File: config.mk
export PLATFORM = sky130hd
export DESIGN_NAME = sal_bk_ctrl
export DESIGN_NICKNAME = d
export VERILOG_FILES = /design/src/rtl/sal_bk_ctrl.sv
export SDC_FILE = /design/constraint.sdc
export NUM_CORES = 1
export LEC_CHECK = 0
export BUFFER_PORTS_ARGS = -buffer_cell sky130_fd_sc_hd__buf_2
export CORE_MARGIN = 3
export CORE_UTILIZATION = 30
export DETAILED_ROUTE_END_ITERATION = 8
export PLACE_DENSITY = 0.6
export SETUP_SLACK_MARGIN = 0.2
export SLEW_MARGIN = 20
export SYNTH_ARGS = -nofsm -noshare
export SYNTH_HDL_FRONTEND = slang
export SYNTH_SLANG_ARGS = --single-unit
File: constraint.sdc
create_clock -name clk -period 2.2 [get_ports clk]
set_clock_uncertainty 0.2 [all_clocks]
set_input_delay 0 -clock clk [delete_from_list [all_inputs] [get_ports clk]]
set_output_delay 0 -clock clk [all_outputs]
set_load 0.01 [all_outputs]
File: src/rtl/sal_bk_ctrl.sv
// rtl/sal_bk_ctrl.sv - per-bank DDR2 controller: open-row tracking, command sequencing, bank timing
//
// Purpose: sequences ACT/RD/WR/PRE/REF for one DDR2 bank. Each command request
// is held until the bank scheduler grants it. tRCD, tRAS, tRP, tRFC, tRTP and
// tWR are enforced locally.
// Build option: define SAL_BK_CLOSE_PAGE_EN for the close-page policy, which
// precharges after every access. The default build uses the open-page policy.
// Ports:
//   clk, rst               clock, asynchronous active-high reset
//   req_valid/req_ready    access request handshake (req_ready = RD/WR grant)
//   req_wr/req_row/req_col request type and address
//   ref_req_i/ref_ack_o    refresh level request / one-cycle completion pulse
//   act/rd/wr/pre/ref_req  command requests to the bank scheduler
//   act/rd/wr/pre/ref_gnt  grants from the bank scheduler
//   cmd_row/cmd_col        address for the requested command
module sal_bk_ctrl #(
  parameter int ROW_W = 14,
  parameter int COL_W = 10,
  parameter int CNT_W = 5,
  parameter int TRCD  = 3,
  parameter int TRAS  = 8,
  parameter int TRP   = 3,
  parameter int TRFC  = 26,
  parameter int TRTP  = 2,
  parameter int TWR   = 6
) (
  input  logic             clk,
  input  logic             rst,
  input  logic             req_valid,
  output logic             req_ready,
  input  logic             req_wr,
  input  logic [ROW_W-1:0] req_row,
  input  logic [COL_W-1:0] req_col,
  input  logic             ref_req_i,
  output logic             ref_ack_o,
  output logic             act_req,
  output logic             rd_req,
  output logic             wr_req,
  output logic             pre_req,
  output logic             ref_req,
  input  logic             act_gnt,
  input  logic             rd_gnt,
  input  logic             wr_gnt,
  input  logic             pre_gnt,
  input  logic             ref_gnt,
  output logic [ROW_W-1:0] cmd_row,
  output logic [COL_W-1:0] cmd_col
);

  typedef enum logic [2:0] {
    S_IDLE, S_ACTIVATING, S_ACTIVE, S_PRECHARGING, S_REFRESHING
  } state_t;

  // Counters hold N-1 after a grant so they reach 0 exactly N cycles later.
  localparam logic [CNT_W-1:0] L_RCD = CNT_W'(TRCD - 1);
  localparam logic [CNT_W-1:0] L_RAS = CNT_W'(TRAS - 1);
  localparam logic [CNT_W-1:0] L_RP  = CNT_W'(TRP - 1);
  localparam logic [CNT_W-1:0] L_RFC = CNT_W'(TRFC - 1);
  localparam logic [CNT_W-1:0] L_RTP = CNT_W'(TRTP - 1);
  localparam logic [CNT_W-1:0] L_WR  = CNT_W'(TWR - 1);
  localparam logic [CNT_W-1:0] C_ONE = CNT_W'(1);

  state_t           r_state, w_state_nxt;
  logic [ROW_W-1:0] r_open_row;
  logic [CNT_W-1:0] r_cnt;      // tRCD / tRP / tRFC, one at a time
  logic [CNT_W-1:0] r_ras;
  logic [CNT_W-1:0] r_rec;      // shared RD/WR recovery before PRE
  logic [CNT_W-1:0] w_rec_dec;
  logic             r_ref_ack;
  logic             w_act, w_rd, w_wr, w_pre, w_ref;
  logic             w_act_go, w_rd_go, w_wr_go, w_pre_go, w_ref_go;
  logic             w_ref_pend, w_hit, w_pre_need, w_pre_ok;
`ifdef SAL_BK_CLOSE_PAGE_EN
  logic             r_closing;  // an access was granted on the open row
`endif

  // ref_req_i is still high during the ack cycle; masking it there prevents
  // a second back-to-back refresh.
  assign w_ref_pend = ref_req_i & ~r_ref_ack;
  assign w_hit      = (req_row == r_open_row);
  assign w_pre_ok   = (r_ras == '0) && (r_rec == '0);
`ifdef SAL_BK_CLOSE_PAGE_EN
  assign w_pre_need = w_ref_pend | (req_valid & ~w_hit) | r_closing;
`else
  assign w_pre_need = w_ref_pend | (req_valid & ~w_hit);
`endif

  always_comb begin
    w_state_nxt = r_state;
    w_act = 1'b0;
    w_rd  = 1'b0;
    w_wr  = 1'b0;
    w_pre = 1'b0;
    w_ref = 1'b0;
    case (r_state)
      S_IDLE: begin
        if (w_ref_pend) begin
          w_ref = 1'b1;
          if (ref_gnt) w_state_nxt = (TRFC > 1) ? S_REFRESHING : S_IDLE;
        end else if (req_valid) begin
          w_act = 1'b1;
          if (act_gnt) w_state_nxt = (TRCD > 1) ? S_ACTIVATING : S_ACTIVE;
        end
      end
      // Leave one cycle early so ACTIVE starts as the tRCD count hits 0.
      S_ACTIVATING: if (r_cnt <= C_ONE) w_state_nxt = S_ACTIVE;
      S_ACTIVE: begin
        if (w_pre_need) begin
          if (w_pre_ok) begin
            w_pre = 1'b1;
            if (pre_gnt) w_state_nxt = (TRP > 1) ? S_PRECHARGING : S_IDLE;
          end
        end else if (req_valid) begin
          w_rd = ~req_wr;
          w_wr = req_wr;
        end
      end
      S_PRECHARGING: if (r_cnt <= C_ONE) w_state_nxt = S_IDLE;
      S_REFRESHING:  if (r_cnt <= C_ONE) w_state_nxt = S_IDLE;
      default:       w_state_nxt = S_IDLE;
    endcase
  end

  // Requests drop as soon as rst rises, without waiting for a clock edge.
  assign act_req   = w_act & ~rst;
  assign rd_req    = w_rd  & ~rst;
  assign wr_req    = w_wr  & ~rst;
  assign pre_req   = w_pre & ~rst;
  assign ref_req   = w_ref & ~rst;
  assign w_act_go  = act_req & act_gnt;
  assign w_rd_go   = rd_req  & rd_gnt;
  assign w_wr_go   = wr_req  & wr_gnt;
  assign w_pre_go  = pre_req & pre_gnt;
  assign w_ref_go  = ref_req & ref_gnt;
  assign req_ready = w_rd_go | w_wr_go;
  assign ref_ack_o = r_ref_ack;
  assign cmd_row   = req_row;
  assign cmd_col   = req_col;
  assign w_rec_dec = (r_rec != '0) ? (r_rec - C_ONE) : '0;

  always_ff @(posedge clk or posedge rst) begin
    if (rst) begin
      r_state    <= S_IDLE;
      r_open_row <= '0;
      r_cnt      <= '0;
      r_ras      <= '0;
      r_rec      <= '0;
      r_ref_ack  <= 1'b0;
    end else begin
      r_state   <= w_state_nxt;
      r_ref_ack <= (w_state_nxt == S_IDLE) && ((r_state == S_REFRESHING) || w_ref_go);
      if (w_act_go) r_open_row <= req_row;
      if (w_act_go)           r_cnt <= L_RCD;
      else if (w_pre_go)      r_cnt <= L_RP;
      else if (w_ref_go)      r_cnt <= L_RFC;
      else if (r_cnt != '0)   r_cnt <= r_cnt - C_ONE;
      if (w_act_go)           r_ras <= L_RAS;
      else if (r_ras != '0)   r_ras <= r_ras - C_ONE;
      // Keep the later of the pending and the new recovery deadline.
      if (w_rd_go)            r_rec <= (w_rec_dec > L_RTP) ? w_rec_dec : L_RTP;
      else if (w_wr_go)       r_rec <= (w_rec_dec > L_WR) ? w_rec_dec : L_WR;
      else                    r_rec <= w_rec_dec;
    end
  end

`ifdef SAL_BK_CLOSE_PAGE_EN
  always_ff @(posedge clk or posedge rst) begin
    if (rst) begin
      r_closing <= 1'b0;
    end else if (w_rd_go || w_wr_go) begin
      r_closing <= 1'b1;
    end else if (w_pre_go) begin
      r_closing <= 1'b0;
    end
  end
`endif

endmodule

==> results of run 1 <==
## cell usage after synthesis, drive strengths merged (2+ instances only)
cell type / number
nor3: 7
nand4: 5
mux2i: 2
dfrtp: 33
and2b: 2
o21a: 2
clkbuf: 2
nor4: 5
nand3b: 2
inv: 11
a31oi: 3
buf: 26
nand2: 51
or2: 2
ha: 7
nand2b: 3
and3: 6
a22oi: 2
and2: 4
a21oi: 6
xnor2: 22
or3: 2
o21ai: 4
nor2: 16
## state kept, by name (all words and copies together), names as in the netlist
name,cells
r_open_row,14
r_cnt,5
r_ras,5
r_rec,5
r_state,3
ref_ack_o,1
## cells by family (layout without fill, tap and decap cells)
logic type	count (synthesis)	in the layout	share of synthesized area
AO/OA/AOI/OAI	23	23	0.0849
AND/OR/NAND/NOR	109	109	0.264
multiplexers	3	3	0.0146
buffers and inverters	39	114	0.115
adder cells (fa/ha/maj)	7	7	0.0410
flip-flops	33	33	0.387
XOR/XNOR	23	23	0.0943
## through the flow
stage	util	cell area (um2)
2_1_floorplan	-	2150
3_3_place_gp	0.342	2330
3_5_place_dp	0.342	2330
4_1_cts	0.408	2780
5_1_grt	0.431	2950
6_report	0.431	2950
## power groups by stage
stage	clock network [uW]	registers, uW	logic, uW
2_1_floorplan	0	1090	1040
3_3_place_gp	0	1150	1180
3_5_place_dp	0	1160	1210
4_1_cts	439	1150	1370
5_1_grt	463	1200	1690
6_report	423	1150	1510
## cell type report
class / count / area [um2]
multi-input cells: 165 / 1180
inverters: 11 / 41.3
flip-flops and latches: 33 / 826
repair buffers: 97 / 708
well taps: 96 / 120
clock buffers: 5 / 68.8
fillers: 678 / 3880
clock inverters: 1 / 5.00
## path summary, 6_finish.rpt
check	from	to	slack, ns
min in group asynchronous	rst	r_state[1]$_DFF_PP0_	0.21
worst min register to register	r_open_row[7]$_DFFE_PP0P_	r_open_row[7]$_DFFE_PP0P_	0.30
worst max register to register	ref_ack_o$_DFF_PP0_	r_state[0]$_DFF_PP0_	0.21
worst min-delay path	req_row[7]	cmd_row[7]	0.02
max in group asynchronous	rst	r_ras[1]$_DFFE_PP0P_	1.26
worst max-delay path	r_open_row[11]$_DFFE_PP0P_	pre_req	0.13
## timing repair
item / 4_1_cts / 5_1_grt
pin swaps: 8 / 17
resized for setup: 10 / 12
setup buffers: 4 / 12
endpoints found under the hold margin: 67 / 1
hold buffers: 30 / 1
endpoints found under the setup margin: 12 / 27
## per-layer routing
metal / vias to the layer above / GRT usage / share of wire
met5: - / 0 / 0
met4: 0 / 0.0268 / 0.011
met3: 7 / 0.0283 / 0.043
met2: 51 / 0.199 / 0.49
met1: 854 / 0.152 / 0.46
li1: 916 / - / -
==> flow_metrics.py, run 1 <==
metrics = {
    "cells_and_area": {
        "final_cell_count_no_fill": 408,
        "layout-drive-gt1-share": 0.321,
        "layout_commonest_cell": "nand2_1",
        "final_cell_mix": "nand2_1, buf_2, dfrtp_1",
        "layout.nets": 354,
        "diodes": 0,
        "area_growth_pct": 38.0,
    },
    "logic_synthesis": {
        "synth_fp_nets": 278,
        "ys.flop_type": "dfrtp_1",
        "synth_top_area_share": 0.387,
        "ys_warn_count": 0,
        "async_reset_ff_frac": 1.00,
        "syn_inst": 237,
        "synthTopCellsByArea": "dfrtp_1, xnor2_1, nand2_1",
        "ys_types": 41,
        "yosys.area.top_type": "dfrtp_1",
        "avgSynthCellArea_um2": 9.01,
        "synth_edf_count": 0,
        "ys_seq_area_frac": 0.387,
        "synth-seq-cells": 33,
        "synth.cell_area_um2": 2140,
    },
    "sta": {
        "whs_ns": 0.0232,
        "setup_viol": 0,
        "period_share": 0.940,
        "final_hold_viol_count": 0,
        "slew-limit-headroom": 0.700,
        "drv_slew": 0,
        "fmax_mhz": 483,
        "fin_ws_ns": 0.132,
        "rsz0062_at_grt": "yes",
        "worst_pin_slew_ns": 0.450,
        "setup_tns_ns": 0,
        "min_period_ns": 2.07,
    },
    "placed_design": {
        "post-place-ws_ns": 0.0377,
        "hpwl_um": 3190,
        "globalplace.congestion": 0.783,
        "portBuffers": 44,
        "dp_cells": 355,
    },
    "flow_run": {
        "cap_viol_max_count": 0,
    },
    "grt": {
        "grt_pass1_vias": 1760,
        "grt_max_degree": 34,
        "grt_pass1_wl_um": 8020,
        "grt_antenna_before_repair": 0,
        "track_usage": 0.118,
        "grt_overflow_total": 0,
    },
    "worst_hold_path": {
        "min_path_cells": 2,
        "hp-class": "in2out",
    },
    "routing": {
        "routedWlPerCell_um": 12.2,
        "firstDrtPassIters": 4,
        "ant_nets": 0,
        "finalWirelength_um": 4990,
        "via_count": 1828,
        "drc": 0,
        "drt-initial-drc-count": 70,
        "vias_per_cell": 4.48,
    },
    "die": {
        "core_area_um2": 6830,
        "dieArea_um2": 8170,
        "die_h_um": 90.4,
        "die_w_um": 90.4,
        "rows": 30,
        "start_util": 0.313,
        "ios": 65,
    },
    "pwr": {
        "p_sw_uw": 1190,
        "p_sw_frac": 0.386,
        "comb_power_share": 0.489,
        "p_int_uw": 1900,
        "fin_total_pwr_uw": 3090,
        "p_per_area_nw_per_um2": 1050,
        "p_clk_frac": 0.137,
        "p_seq_frac": 0.374,
        "ir_drop_v": 0.000478,
        "p_leak_uw": 0.00139,
    },
    "critical_path": {
        "crit_arrival_ns": 1.87,
        "worstPathBufferInverterCount": 3,
        "crit_cells": 7,
        "critPathMostFrequentCell": "buf_4",
        "endpoint_kind": "output pin",
        "path_cells": "xnor2_1 -> nand4_1 -> buf_4 -> nor4_4 -> buf_4 -> nor3_4 -> buf_2",
        "worstSetupStartpointType": "flop",
        "cp.required_ns": 2.00,
        "ff2ff_path_depth": 7,
        "critPathTopFamily": "buffers and inverters",
        "criticalPathCategory": "reg2out",
        "crit_path_max_incr_delay_ns": 0.39,
        "path_max_fanout": 3,
        "worst_path_max_delay_cell": "dfrtp_1",
    },
    "cts": {
        "cts_buffers": 5,
        "cts_tree": "done",
        "path_clk_slew_ns": 0.06,
        "htreeDepth": 2,
        "clock_latency_ns": 0.28,
        "clock_tree.buffer_depth": 2,
        "clock_sinks": 33,
        "clockRootBuffer": "clkbuf_8",
    },
    "status": {
        "outcome": "finished clean",
    },
}
Power figures use the tool's default switching activity.
==> run 2, diff against run 1 <==
==> constraint.sdc (replaced) <==
create_clock -name clk -period 2.2 [get_ports clk]
set_clock_uncertainty 0.2 [all_clocks]
set_input_delay 0.44 -clock clk [delete_from_list [all_inputs] [get_ports clk]]
set_output_delay 0.44 -clock clk [all_outputs]
set_load 0.01 [all_outputs]
==> flow_metrics.py, run 2 (synthesis results as in run 1) <==
metrics = {
    "status": {
        "outcome": "finished with violations",
        "violations": "negative setup slack",
    },
    "cells_and_area": {
        "seqCellArea_um2": 827,
        "utilization": 0.422,
        "stdcell_area_um2": 2890,
        "final_cell_mix": "nand2_1, buf_2, buf_4",
        "multiInputGateArea_um2": 1220,
        "largest_register_ffs": 14,
        "layout_commonest_cell": "nand2_1",
        "area_growth_pct": 35.1,
        "diodes": 0,
        "layout-drive-gt1-share": 0.427,
        "regMostFlops": "r_open_row",
        "nFillCells": 673,
        "layout.nets": 342,
    },
    "sta": {
        "period_share": 1.13,
        "rsz0062_at_grt": "yes",
        "final_hold_viol_count": 0,
        "drv_slew": 0,
        "slew-limit-headroom": 0.768,
        "setup_viol": 5,
        "fmax_mhz": 401,
        "fin_ws_ns": -0.292,
        "worst_pin_slew_ns": 0.347,
        "min_period_ns": 2.49,
    },
    "die": {
        "start_util": 0.313,
        "die_h_um": 90.4,
        "core_area_um2": 6830,
        "dieArea_um2": 8170,
        "ios": 65,
        "rows": 30,
        "die_w_um": 90.4,
    },
    "grt": {
        "grt_pass1_vias": 1722,
        "grt_overflow_total": 0,
        "grt_pass1_wl_um": 8090,
        "grt_antenna_before_repair": 0,
        "grt_max_degree": 19,
        "track_usage": 0.121,
    },
    "critical_path": {
        "cp.required_ns": 1.56,
        "endpoint_kind": "output pin",
        "worstSetupStartpointType": "flop",
        "path_cells": "xnor2_2 -> nand4_1 -> nor4_4 -> buf_4 -> and3_4 -> buf_6",
        "reg2reg_slack_ns": 0,
        "crit_path_max_incr_delay_ns": 0.42,
        "path_max_fanout": 3,
        "crit_arrival_ns": 1.85,
        "worst_path_max_delay_cell": "dfrtp_1",
        "criticalPathCategory": "reg2out",
    },
    "placed_design": {
        "globalplace.congestion": 0.795,
        "portBuffers": 44,
        "post-place-ws_ns": -0.197,
        "place_area_um2": 2530,
        "hpwl_um": 3560,
    },
    "routing": {
        "firstDrtPassIters": 4,
        "drt-initial-drc-count": 48,
        "met3_length_um": 186,
        "finalWirelength_um": 4760,
        "routedWlPerCell_um": 12.0,
        "wl_met1_um": 2200,
        "ant_nets": 0,
        "routed.top_layer": "met4",
        "vias_per_cell": 4.42,
        "via_count": 1759,
        "drc": 0,
        "wl_met2_um": 2360,
    },
    "cts": {
        "clock_latency_ns": 0.28,
        "htreeDepth": 2,
        "cts_buffers": 5,
        "clock_tree.buffer_depth": 2,
        "clock_sinks": 33,
        "clockRootBuffer": "clkbuf_8",
        "cts_tree": "done",
        "path_clk_slew_ns": 0.07,
    },
    "pwr": {
        "ir_drop_v": 0.000323,
        "p_leak_uw": 0.00142,
        "p_per_area_nw_per_um2": 1110,
    },
    "worst_hold_path": {
        "hp-class": "in2reg",
    },
    "flow_run": {
        "cap_viol_max_count": 0,
    },
}
==> run 2: cell count changes in the layout (fill, tap and decap cells not counted), sizes merged <==
cell	delta
buf	+18
clkinv	+1
dlygate4sd3	-30
clkbuf	+1
==> run 2: layer usage <==
metal / GRT usage / up-vias
li1: - / 892
met1: 0.153 / 831
met2: 0.206 / 34
met3: 0.0325 / 2
met4: 0.0268 / 0
met5: 0 / -
==> run 2: stage by stage <==
stage                     setup TNS (ns)  hold slack, ns  total power [uW]  std cells
after floorplan                        0           0.267              2140        237
after global placement            -0.352           0.258              2480        377
final                              -1.08           0.188              3200        398
after detailed placement          -0.462           0.254              2520        377
after global routing               -2.11           0.194              3490        398
after CTS                          -1.10           0.177              3110        389
==> run 2: area by class of cell <==
type                    count  share of cell area
inverters                  11              0.0143
multi-input cells         165               0.422
clock buffers               6              0.0252
well taps                  96              0.0416
repair buffers             85               0.207
flip-flops and latches     33               0.287
clock inverters             2             0.00347
==> run 2: worst paths after layout <==
path                       depth (start not counted)                  startpoint                    endpoint
setup / recovery                                   6   r_open_row[8]$_DFFE_PP0P_                      wr_req
hold / removal                                     3                 req_row[11]  r_open_row[11]$_DFFE_PP0P_
setup reg to reg                                  10  r_open_row[12]$_DFFE_PP0P_        r_cnt[3]$_DFFE_PP0P_
hold reg to reg                                    2   r_open_row[1]$_DFFE_PP0P_   r_open_row[1]$_DFFE_PP0P_
max in group asynchronous                          4                         rst        r_ras[1]$_DFFE_PP0P_
min in group asynchronous                          3                         rst         ref_ack_o$_DFF_PP0_
==> run 2: critical path: cells and delay by family, from the launching register on <==
kind,cells,cell delay [ns]
buf+inv,2,0.27
simple gates,3,0.69
flops,1,0.42
xor+xnor,1,0.19
==> run 2: timing repair <==
item / CTS / global route
buffers inserted: 3 / 9
hold endpoints to repair: 7 / 0
hold buffers: 1 / 0
gates resized for setup: 21 / 14
endpoints found under the setup margin: 14 / 14
pin swaps: 16 / 17
==> run 2: where the power goes <==
part | leakage (uW) | switching, uW | internal [uW]
clock | 0.0000450 | 219 | 219
sequential | 0.000410 | 258 | 884
combinational | 0.000965 | 740 | 881
total | 0.00142 | 1220 | 1980
==> run 3, diff against run 2 <==
Settings changed: SETUP_SLACK_MARGIN 0.2 to unset.
==> flow_metrics.py, run 3 (synthesis results as in run 1) <==
metrics = {
    "critical_path": {
        "endpoint_kind": "output pin",
        "ff2ff_path_depth": 7,
        "worst_path_max_delay_cell": "dfrtp_1",
        "cp.required_ns": 1.56,
        "worstSetupStartpointType": "flop",
        "crit_arrival_ns": 1.82,
        "path_cells": "xnor2_1 -> nand4_1 -> buf_4 -> nor4_4 -> and2_4 -> nor2b_1 -> buf_2",
        "worstPathBufferInverterCount": 2,
        "reg2reg_slack_ns": -0.02,
        "critPathTopFamily": "simple AND/OR/NAND/NOR gates",
        "path_max_fanout": 2,
        "criticalPathCategory": "reg2out",
        "r2r_end": "r_cnt[1]$_DFFE_PP0P_",
        "r2r_start": "r_ras[1]$_DFFE_PP0P_",
        "crit_path_max_incr_delay_ns": 0.40,
    },
    "cells_and_area": {
        "area_growth_pct": 32.2,
        "final_cell_count_no_fill": 401,
        "regMostFlops": "r_open_row",
        "largest_register_ffs": 14,
        "layout-drive-gt1-share": 0.400,
        "stdcell_area_um2": 2820,
        "layout_commonest_cell": "nand2_1",
        "layout.nets": 346,
        "diodes": 0,
        "final_cell_mix": "nand2_1, buf_2, buf_4",
    },
    "die": {
        "start_util": 0.313,
        "die_w_um": 90.4,
        "rows": 30,
        "core_area_um2": 6830,
        "ios": 65,
        "die_h_um": 90.4,
        "dieArea_um2": 8170,
    },
    "sta": {
        "fmax_mhz": 406,
        "drv_slew": 0,
        "fin_ws_ns": -0.264,
        "setup_viol": 5,
        "slew-limit-headroom": 0.686,
        "min_period_ns": 2.46,
        "final_hold_viol_count": 0,
        "period_share": 1.12,
        "rsz0062_at_grt": "yes",
        "worst_pin_slew_ns": 0.470,
    },
    "pwr": {
        "fin_total_pwr_uw": 3260,
        "ir_drop_v": 0.000314,
        "p_sw_frac": 0.377,
        "comb_power_share": 0.512,
        "p_seq_frac": 0.344,
        "p_per_area_nw_per_um2": 1150,
        "p_leak_uw": 0.00140,
        "p_sw_uw": 1230,
        "p_int_uw": 2030,
        "p_clk_frac": 0.144,
    },
    "status": {
        "outcome": "finished with violations",
        "violations": "negative setup slack",
    },
    "worst_hold_path": {
        "hp-start": "req_row[4]",
        "hold_path_end": "r_open_row[4]$_DFFE_PP0P_",
        "hp-class": "in2reg",
        "min_path_cells": 3,
    },
    "grt": {
        "grt_antenna_before_repair": 0,
        "grt_overflow_total": 0,
        "grt_pass1_wl_um": 8050,
        "grt_pass1_vias": 1756,
        "grt_max_degree": 30,
        "track_usage": 0.119,
    },
    "placed_design": {
        "globalplace.congestion": 0.780,
        "dp_cells": 382,
        "place_area_um2": 2530,
        "post-place-ws_ns": -0.298,
        "portBuffers": 44,
        "hpwl_um": 3570,
    },
    "routing": {
        "ant_nets": 0,
        "routedWlPerCell_um": 12.1,
        "via_count": 1782,
        "finalWirelength_um": 4850,
        "vias_per_cell": 4.44,
        "drc": 0,
        "firstDrtPassIters": 4,
        "drt-initial-drc-count": 48,
    },
    "cts": {
        "clock_tree.buffer_depth": 2,
        "clock_sinks": 33,
        "clock_latency_ns": 0.28,
        "cts_buffers": 5,
        "path_clk_slew_ns": 0.07,
        "cts_tree": "done",
        "htreeDepth": 2,
        "clockRootBuffer": "clkbuf_8",
    },
    "flow_run": {
        "cap_viol_max_count": 0,
    },
}
==> run 3: worst max-delay path by stage <==
| stage | startpoint | endpoint | slack, ns | cells past startpoint |
|---|---|---|---|---|
| after global routing | r_open_row[12]$_DFFE_PP0P_ | rd_req | -0.39 | 7 |
| final | r_open_row[11]$_DFFE_PP0P_ | rd_req | -0.26 | 7 |
| after floorplan | req_row[9] | rd_req | 0.0009 | 5 |
| after detailed placement | req_row[9] | rd_req | -0.30 | 7 |
| after CTS | r_open_row[11]$_DFFE_PP0P_ | rd_req | -0.31 | 6 |
| after global placement | req_row[9] | rd_req | -0.22 | 7 |
==> run 3: routing by layer <==
layer,track usage,part of all wire
met4,0.0434,0.016
met5,0,0
met1,0.140,0.44
met2,0.209,0.50
met3,0.0292,0.040
==> run 3: power groups by stage <==
stage / logic, uW / registers [uW] / clock network (uW)
2_1_floorplan: 1020 / 1090 / 0
3_3_place_gp: 1400 / 1100 / 0
3_5_place_dp: 1440 / 1110 / 0
4_1_cts: 1480 / 1110 / 485
5_1_grt: 1880 / 1160 / 512
6_report: 1670 / 1120 / 470
==> run 3: cell type report <==
type | count | area [um2]
fillers | 695 | 4010
multi-input cells | 165 | 1170
flip-flops and latches | 33 | 826
repair buffers | 89 | 577
well taps | 96 | 120
clock buffers | 6 | 82.6
inverters | 11 | 41.3
clock inverters | 1 | 7.51
==> run 3: repair_timing <==
| action | 4_1_cts | 5_1_grt |
|---|---|---|
| endpoints found under the hold margin | 4 | 0 |
| gates resized for setup | 2 | 19 |
| endpoints found under the setup margin | 6 | 13 |
| setup buffers | 4 | 10 |
| hold buffers | 1 | 0 |
| cloned | 0 | 0 |
| pin swaps | 9 | 18 |
==> run 3: stage by stage <==
| stage | hold WS, ns | utilization | setup TNS, ns |
|---|---|---|---|
| 5_1_grt | 0.197 | 0.413 | -1.97 |
| 3_3_place_gp | 0.176 | 0.371 | -0.766 |
| 4_1_cts | 0.179 | 0.392 | -1.11 |
| 3_5_place_dp | 0.170 | 0.371 | -0.994 |
| 6_report | 0.184 | 0.413 | -0.996 |
| 2_1_floorplan | 0.267 | - | 0 |
==> run 3: worst min-delay path: stages <==
cell and delay, ns:
buf_2 0.10, nand2_1 0.05, nand2_1 0.05
